$ cat config.mk
export PLATFORM = sky130hd
export DESIGN_NAME = decode_stage
export DESIGN_NICKNAME = d
export VERILOG_FILES = /design/src/rtl/decode_pkg.sv /design/src/rtl/decode_regfile.sv /design/src/rtl/decode_stage.sv
export SDC_FILE = /design/constraint.sdc
export NUM_CORES = 1
export LEC_CHECK = 0
export CAP_MARGIN = 20
export CORE_MARGIN = 1.5
export CORE_UTILIZATION = 59
export DETAILED_ROUTE_END_ITERATION = 6
export PLACE_DENSITY = 0.81
export SYNTH_ARGS = -nofsm -noshare
export SYNTH_HDL_FRONTEND = slang
export SYNTH_SLANG_ARGS = --single-unit
$ cat constraint.sdc
create_clock -name clk_i -period 4.45 [get_ports clk_i]
set_input_delay 0.89 -clock clk_i [delete_from_list [all_inputs] [get_ports clk_i]]
set_output_delay 0.89 -clock clk_i [all_outputs]
set_load 0.1 [all_outputs]
$ cat src/rtl/decode_pkg.sv
// Shared decode definitions: opcode encoding, instruction field positions and
// the layout of the control bundle carried into EX.
package decode_pkg;

  typedef enum logic [3:0] {
    OP_NOP  = 4'd0,
    OP_ADD  = 4'd1,
    OP_SUB  = 4'd2,
    OP_AND  = 4'd3,
    OP_OR   = 4'd4,
    OP_XOR  = 4'd5,
    OP_SHL  = 4'd6,
    OP_SHR  = 4'd7,
    OP_ADDI = 4'd8,
    OP_LUI  = 4'd9,
    OP_LD   = 4'd10,
    OP_ST   = 4'd11,
    OP_BEQ  = 4'd12,
    OP_JMP  = 4'd13
  } op_e;

  localparam int OP_HI  = 15;
  localparam int OP_LO  = 12;
  localparam int RD_HI  = 11;
  localparam int RD_LO  = 8;
  localparam int RS1_HI = 7;
  localparam int RS1_LO = 4;
  localparam int RS2_HI = 3;
  localparam int RS2_LO = 0;

  localparam int CTRL_REG_WRITE = 4;
  localparam int CTRL_MEM_READ  = 3;
  localparam int CTRL_MEM_WRITE = 2;
  localparam int CTRL_BRANCH    = 1;
  localparam int CTRL_JUMP      = 0;

  // First member is the MSB, so the packed value reads {reg_write, mem_read, mem_write, branch, jump}.
  typedef struct packed {
    logic reg_write;
    logic mem_read;
    logic mem_write;
    logic branch;
    logic jump;
  } ctrl_t;

endpackage

$ cat src/rtl/decode_regfile.sv
// 16-entry register file with hard-wired zero r0 and two combinational read ports.
// Build option DECODE_WB_BYPASS_EN: a read of the register being written returns the new data.
module decode_regfile
  import decode_pkg::*;
#(
  parameter int DATA_W = 16
) (
  input  logic              clk_i,
  input  logic              rst_i,
  input  logic              we_i,
  input  logic [3:0]        waddr_i,
  input  logic [DATA_W-1:0] wdata_i,
  input  logic [3:0]        raddr_a_i,
  output logic [DATA_W-1:0] rdata_a_o,
  input  logic [3:0]        raddr_b_i,
  output logic [DATA_W-1:0] rdata_b_o
);

  logic [DATA_W-1:0] mem_q [16];
  logic [DATA_W-1:0] mem_d [16];

  // Next-state of the array: writes to r0 are dropped and r0 is kept at zero.
  always_comb begin
    mem_d = mem_q;
    if (we_i && (waddr_i != 4'd0)) begin
      mem_d[waddr_i] = wdata_i;
    end else begin
      mem_d[0] = {DATA_W{1'b0}};
    end
  end

  // Register array storage.
  always_ff @(posedge clk_i) begin
    if (rst_i) begin
      for (int i = 0; i < 16; i++) begin
        mem_q[i] <= {DATA_W{1'b0}};
      end
    end else begin
      mem_q <= mem_d;
    end
  end

  // Read ports.
  always_comb begin
    if (raddr_a_i == 4'd0) begin
      rdata_a_o = {DATA_W{1'b0}};
`ifdef DECODE_WB_BYPASS_EN
    end else if (we_i && (waddr_i == raddr_a_i)) begin
      rdata_a_o = wdata_i;
`endif
    end else begin
      rdata_a_o = mem_q[raddr_a_i];
    end

    if (raddr_b_i == 4'd0) begin
      rdata_b_o = {DATA_W{1'b0}};
`ifdef DECODE_WB_BYPASS_EN
    end else if (we_i && (waddr_i == raddr_b_i)) begin
      rdata_b_o = wdata_i;
`endif
    end else begin
      rdata_b_o = mem_q[raddr_b_i];
    end
  end

endmodule

$ cat src/rtl/decode_stage.sv
// Instruction decode stage: field split, control decode, hazard stall and the ID/EX register.
// Build option DECODE_WB_BYPASS_EN: forward same-cycle writeback instead of stalling on it.
module decode_stage
  import decode_pkg::*;
#(
  parameter int PC_W    = 16,
  parameter int INSTR_W = 16,
  parameter int DATA_W  = 16
) (
  input  logic               clk_i,
  input  logic               rst_i,
  input  logic               valid_i,
  input  logic [PC_W-1:0]    next_pc_i,
  input  logic [INSTR_W-1:0] instr_i,
  input  logic               flush_i,
  input  logic               wb_en_i,
  input  logic [3:0]         wb_addr_i,
  input  logic [DATA_W-1:0]  wb_data_i,
  output logic               stall_o,
  output logic               valid_o,
  output logic [PC_W-1:0]    pc_o,
  output logic [3:0]         op_o,
  output logic [3:0]         rd_o,
  output logic [DATA_W-1:0]  rs1_data_o,
  output logic [DATA_W-1:0]  rs2_data_o,
  output logic [DATA_W-1:0]  imm_o,
  output logic [4:0]         ctrl_o,
  output logic               illegal_o
);

  logic [3:0]        op_f, rd_f, rs1_f, rs2_f;
  logic [3:0]        addr_a, addr_b;
  logic              use_a, use_b;
  logic [DATA_W-1:0] rdata_a, rdata_b, imm_dec;
  ctrl_t             ctrl_dec;
  logic [3:0]        op_dec, rd_dec;
  logic              illegal_dec;
  logic              lu_hit, wb_hit, stall, issue;

  logic              valid_d, valid_q;
  logic [PC_W-1:0]   pc_d, pc_q;
  logic [3:0]        op_d, op_q, rd_d, rd_q;
  logic [DATA_W-1:0] rs1_data_d, rs1_data_q, rs2_data_d, rs2_data_q, imm_d, imm_q;
  ctrl_t             ctrl_d, ctrl_q;
  logic              illegal_d, illegal_q;

  assign op_f  = instr_i[OP_HI:OP_LO];
  assign rd_f  = instr_i[RD_HI:RD_LO];
  assign rs1_f = instr_i[RS1_HI:RS1_LO];
  assign rs2_f = instr_i[RS2_HI:RS2_LO];

  // Port A normally reads rs1 (rd for ADDI); port B reads rs2 (rd for ST/BEQ).
  always_comb begin
    addr_a      = rs1_f;
    addr_b      = rs2_f;
    use_a       = 1'b0;
    use_b       = 1'b0;
    imm_dec     = {DATA_W{1'b0}};
    ctrl_dec    = '0;
    op_dec      = op_f;
    rd_dec      = rd_f;
    illegal_dec = 1'b0;
    case (op_f)
      OP_NOP: begin
        op_dec = OP_NOP;
      end
      OP_ADD, OP_SUB, OP_AND, OP_OR, OP_XOR, OP_SHL, OP_SHR: begin
        use_a              = 1'b1;
        use_b              = 1'b1;
        ctrl_dec.reg_write = 1'b1;
      end
      OP_ADDI: begin
        addr_a             = rd_f;
        use_a              = 1'b1;
        imm_dec            = {{(DATA_W-8){instr_i[7]}}, instr_i[7:0]};
        ctrl_dec.reg_write = 1'b1;
      end
      OP_LUI: begin
        imm_dec            = DATA_W'({instr_i[7:0], 8'h00});
        ctrl_dec.reg_write = 1'b1;
      end
      OP_LD: begin
        use_a              = 1'b1;
        imm_dec            = {{(DATA_W-4){instr_i[3]}}, instr_i[3:0]};
        ctrl_dec.reg_write = 1'b1;
        ctrl_dec.mem_read  = 1'b1;
      end
      OP_ST: begin
        use_a              = 1'b1;
        addr_b             = rd_f;
        use_b              = 1'b1;
        imm_dec            = {{(DATA_W-4){instr_i[3]}}, instr_i[3:0]};
        ctrl_dec.mem_write = 1'b1;
      end
      OP_BEQ: begin
        use_a           = 1'b1;
        addr_b          = rd_f;
        use_b           = 1'b1;
        imm_dec         = {{(DATA_W-4){instr_i[3]}}, instr_i[3:0]};
        ctrl_dec.branch = 1'b1;
      end
      OP_JMP: begin
        imm_dec       = {{(DATA_W-12){instr_i[11]}}, instr_i[11:0]};
        ctrl_dec.jump = 1'b1;
      end
      default: begin
        op_dec      = OP_NOP;
        rd_dec      = 4'd0;
        illegal_dec = 1'b1;
      end
    endcase
  end

  decode_regfile #(
    .DATA_W (DATA_W)
  ) u_regfile (
    .clk_i     (clk_i),
    .rst_i     (rst_i),
    .we_i      (wb_en_i),
    .waddr_i   (wb_addr_i),
    .wdata_i   (wb_data_i),
    .raddr_a_i (addr_a),
    .rdata_a_o (rdata_a),
    .raddr_b_i (addr_b),
    .rdata_b_o (rdata_b)
  );

  // Only sources the opcode actually reads can raise a hazard.
  always_comb begin
    lu_hit = 1'b0;
    wb_hit = 1'b0;
    if (valid_q && ctrl_q.mem_read && (rd_q != 4'd0)) begin
      lu_hit = (use_a && (addr_a == rd_q)) || (use_b && (addr_b == rd_q));
    end else begin
      lu_hit = 1'b0;
    end
`ifdef DECODE_WB_BYPASS_EN
    wb_hit = 1'b0;
`else
    if (wb_en_i && (wb_addr_i != 4'd0)) begin
      wb_hit = (use_a && (addr_a == wb_addr_i)) || (use_b && (addr_b == wb_addr_i));
    end else begin
      wb_hit = 1'b0;
    end
`endif
    stall = valid_i && !flush_i && !rst_i && (lu_hit || wb_hit);
    issue = valid_i && !flush_i && !stall;
  end

  assign stall_o = stall;

  // ID/EX next value: a fully cleared bubble unless an instruction issues.
  always_comb begin
    valid_d    = 1'b0;
    pc_d       = {PC_W{1'b0}};
    op_d       = 4'd0;
    rd_d       = 4'd0;
    rs1_data_d = {DATA_W{1'b0}};
    rs2_data_d = {DATA_W{1'b0}};
    imm_d      = {DATA_W{1'b0}};
    ctrl_d     = '0;
    illegal_d  = 1'b0;
    if (issue) begin
      valid_d    = 1'b1;
      pc_d       = next_pc_i;
      op_d       = op_dec;
      rd_d       = rd_dec;
      rs1_data_d = use_a ? rdata_a : {DATA_W{1'b0}};
      rs2_data_d = use_b ? rdata_b : {DATA_W{1'b0}};
      imm_d      = imm_dec;
      ctrl_d     = ctrl_dec;
      illegal_d  = illegal_dec;
    end else begin
      valid_d = 1'b0;
    end
  end

  // ID/EX pipeline register.
  always_ff @(posedge clk_i) begin
    if (rst_i) begin
      valid_q    <= 1'b0;
      pc_q       <= {PC_W{1'b0}};
      op_q       <= 4'd0;
      rd_q       <= 4'd0;
      rs1_data_q <= {DATA_W{1'b0}};
      rs2_data_q <= {DATA_W{1'b0}};
      imm_q      <= {DATA_W{1'b0}};
      ctrl_q     <= '0;
      illegal_q  <= 1'b0;
    end else begin
      valid_q    <= valid_d;
      pc_q       <= pc_d;
      op_q       <= op_d;
      rd_q       <= rd_d;
      rs1_data_q <= rs1_data_d;
      rs2_data_q <= rs2_data_d;
      imm_q      <= imm_d;
      ctrl_q     <= ctrl_d;
      illegal_q  <= illegal_d;
    end
  end

  assign valid_o    = valid_q;
  assign pc_o       = pc_q;
  assign op_o       = op_q;
  assign rd_o       = rd_q;
  assign rs1_data_o = rs1_data_q;
  assign rs2_data_o = rs2_data_q;
  assign imm_o      = imm_q;
  assign ctrl_o     = ctrl_q;
  assign illegal_o  = illegal_q;

endmodule
==> metrics <==
Root Buffer clkbuf_16; nature of the critical path endpoint output port; initial antenna violation count 0; routed length per instance 23.5 um; delay-heaviest family, CP simple AND/OR/NAND/NOR gates; CP peak stage delay 0.49 ns; fill cell count 2247; setup_tns 0 ns; Fin. Hold Viols 0; Yosys warning count 0; CP max-delay cell or4_1; Die Height 172 um; synthesis-to-layout area growth 17.5%; worst-path cell chain clkdlybuf4s50_1 > nor4b_4 > buf_4 > mux2i_4 > xor2_1 > nand3_1 > or4_1 > nand3_2 > o21a_2 > buf_12; core box area 28000 um2; startpoint types input pin; H-tree lvl count 2; number of remaining DRC errors 0; die area 29700 um2; n_diodes 0; clk_lat worst skew 0.54 ns; Syn Area/Cell 7.87 um2; GP Congestion 0.972; Cells after Synth 2149; most frequent cells in the layout nand2_1, dfxtp_1, a21oi_1, a211oi_1, clkdlybuf4s50_1; initial DRC count 2364; CTS tree built; Unique masters post-synth 57; PnR worst setup slack 0.163 ns; clk slew on worst S/H paths 0.06 ns; PwrDens 356 nW/um2; Worst slew margin 25.7%; num rows 61; largest fanout on the critical path 6; Overall Global Routing Usage 41.5%; #FFs+latches synth 335; share of cells above drive strength 1 7.88%; Max Cap Viol 0; Slew @ Worst Pin 1.11 ns; CP arrival 3.40 ns; global route total overflow 0; Total Wirelength 61.2 mm; # setup viols final 0; syn nets 2206; number of synthesized flops with an enable pin 0; VDD IR max 0.000308 V; Hold WC Path Type reg -> reg; clock tree buffer depth 3; WHS 0.455 ns; Required @ worst endpoint 3.56 ns; Final ANT Viol Nets 0; outcome completed; prevailing post-synth register cell dfxtp_1; fmax 233 MHz; Setup Buffers After CTS 0; Final Cycle Share 96.3%; Vias 17400; # nets final 2254; largest net degree at the start of global routing 130; Bufs and invs on worst path 3; Setup Skew 0.0141 ns; register area share after synthesis 39.7%; mapped cell area 16900 um2; dpl hpwl 36.9 mm; Initial Utilization 60.3%; TritonRoute pass-1 iters 7; first-pass GRT wire length 93.3 mm; TritonCTS buffer count 37; Final min period 4.29 ns; RSZ-0062 raised after global routing no; # IOs 137; die span in x 172 um; Clock Sinks 335; DP Worst Slack 0.102 ns; vias in the first global route 16700; I/O Buffers 136; P_leak 6.66 nW; kind of critical path in -> out; commonest non-fill, non-tap cell in the layout nand2_1; Async SR Flop Fraction 0%; Slew Limit Fails 0; routed vias/inst 6.69
==> layer usage <==
metal | vias up | global-route usage (%) | part of all wire (%)
met5 | - | 0 | 0
met4 | 0 | 34.3 | 8.3
met3 | 343 | 7.80 | 12
met2 | 1341 | 64.3 | 44
met1 | 8021 | 50.1 | 36
li1 | 7675 | - | -
==> tightest hold or removal path, delay by kind of cell, from the launching register on <==
kind	cells	cell delay (ns)
DFF	1	0.30
and+or+nand+nor	1	0.05
AOI/OAI and AO/OA	1	0.05
==> what timing repair did <==
item / 4_1_cts / 5_1_grt
setup endpoints to repair: 0 / 1
gates resized for setup: 0 / 2
hold buffers: 0 / 0
==> cell type report <==
type,count,area [um2],share of cell area (%)
flip-flops and latches,335,6710,33.8
repair buffers,211,2040,10.3
well taps,378,473,2.38
multi-input cells,1523,9160,46.1
clock inverters,6,68.8,0.346
inverters,89,334,1.68
clock buffers,56,1080,5.43
==> worst paths after layout <==
kind	end	from	slack, ns	depth (start not counted)
worst max-delay path	stall_o	instr_i[13]	0.16	10
worst min-delay path	u_regfile.mem_q[44]	u_regfile.mem_q[44]	0.46	2
worst max register to register	rs2_data_o[8]	rd_o[3]	1.91	8
worst min register to register	u_regfile.mem_q[44]	u_regfile.mem_q[44]	0.46	2
==> power breakdown <==
part | leakage [nW] | switching [W] | internal, W | total [W]
combinational | 3.39 | 0.000720 | 0.000322 | 0.00104
clock | 0.558 | 0.00124 | 0.00173 | 0.00297
sequential | 2.71 | 0.0000275 | 0.00304 | 0.00307
==> cells in the mapped netlist, drive strengths merged (7+ instances only) <==
cell type / instances / share of area (%)
o21a: 7 / 0.31
clkbuf: 161 / 3.6
mux2i: 131 / 7.8
buf: 41 / 1.2
o21ai: 9 / 0.27
nor3: 79 / 2.3
a21oi: 253 / 7.5
nor2: 44 / 0.98
and2: 19 / 0.70
nand4: 12 / 0.44
o211ai: 18 / 0.80
a211oi: 156 / 6.9
nand3: 12 / 0.38
o31ai: 13 / 0.58
xnor2: 9 / 0.47
nor4: 17 / 0.63
dfxtp: 335 / 40
and3: 17 / 0.63
mux4: 26 / 3.5
inv: 89 / 2.0
a2111oi: 66 / 3.4
nand2: 571 / 13
==> registers in the layout, indices dropped and copies added (netlist names) <==
register	flops
u_regfile.mem_q	256
illegal_o	1
imm_o	16
op_o	4
valid_o	1
rs2_data_o	16
pc_o	16
rs1_data_o	16
rd_o	4
ctrl_o	5
==> cells by family (layout without fill, tap and decap cells) <==
logic type | Yosys count | count (layout) | synth area share (%)
AOI/OAI and AO/OA | 550 | 550 | 21.3
xor gates and xnor gates | 13 | 13 | 0.674
buffers and inverters | 291 | 362 | 6.74
DFF | 335 | 335 | 39.7
muxes | 159 | 159 | 11.4
and+or+nand+nor | 801 | 801 | 20.3
==> stage by stage <==
| stage | util, % | std cells | area, um2 | power (W) |
|---|---|---|---|---|
| final | 70.9 | 2598 | 19900 | 0.00708 |
| after global routing | 70.9 | 2598 | 19900 | 0.00726 |
| after CTS | 70.9 | 2597 | 19900 | 0.00704 |
| after detailed placement | 66.8 | 2535 | 18700 | 0.00414 |
| after global placement | 66.8 | 2535 | 18700 | 0.00413 |
| after floorplan | - | 2149 | 16900 | 0.00377 |
Note: power is estimated with default switching activity, not from simulation.
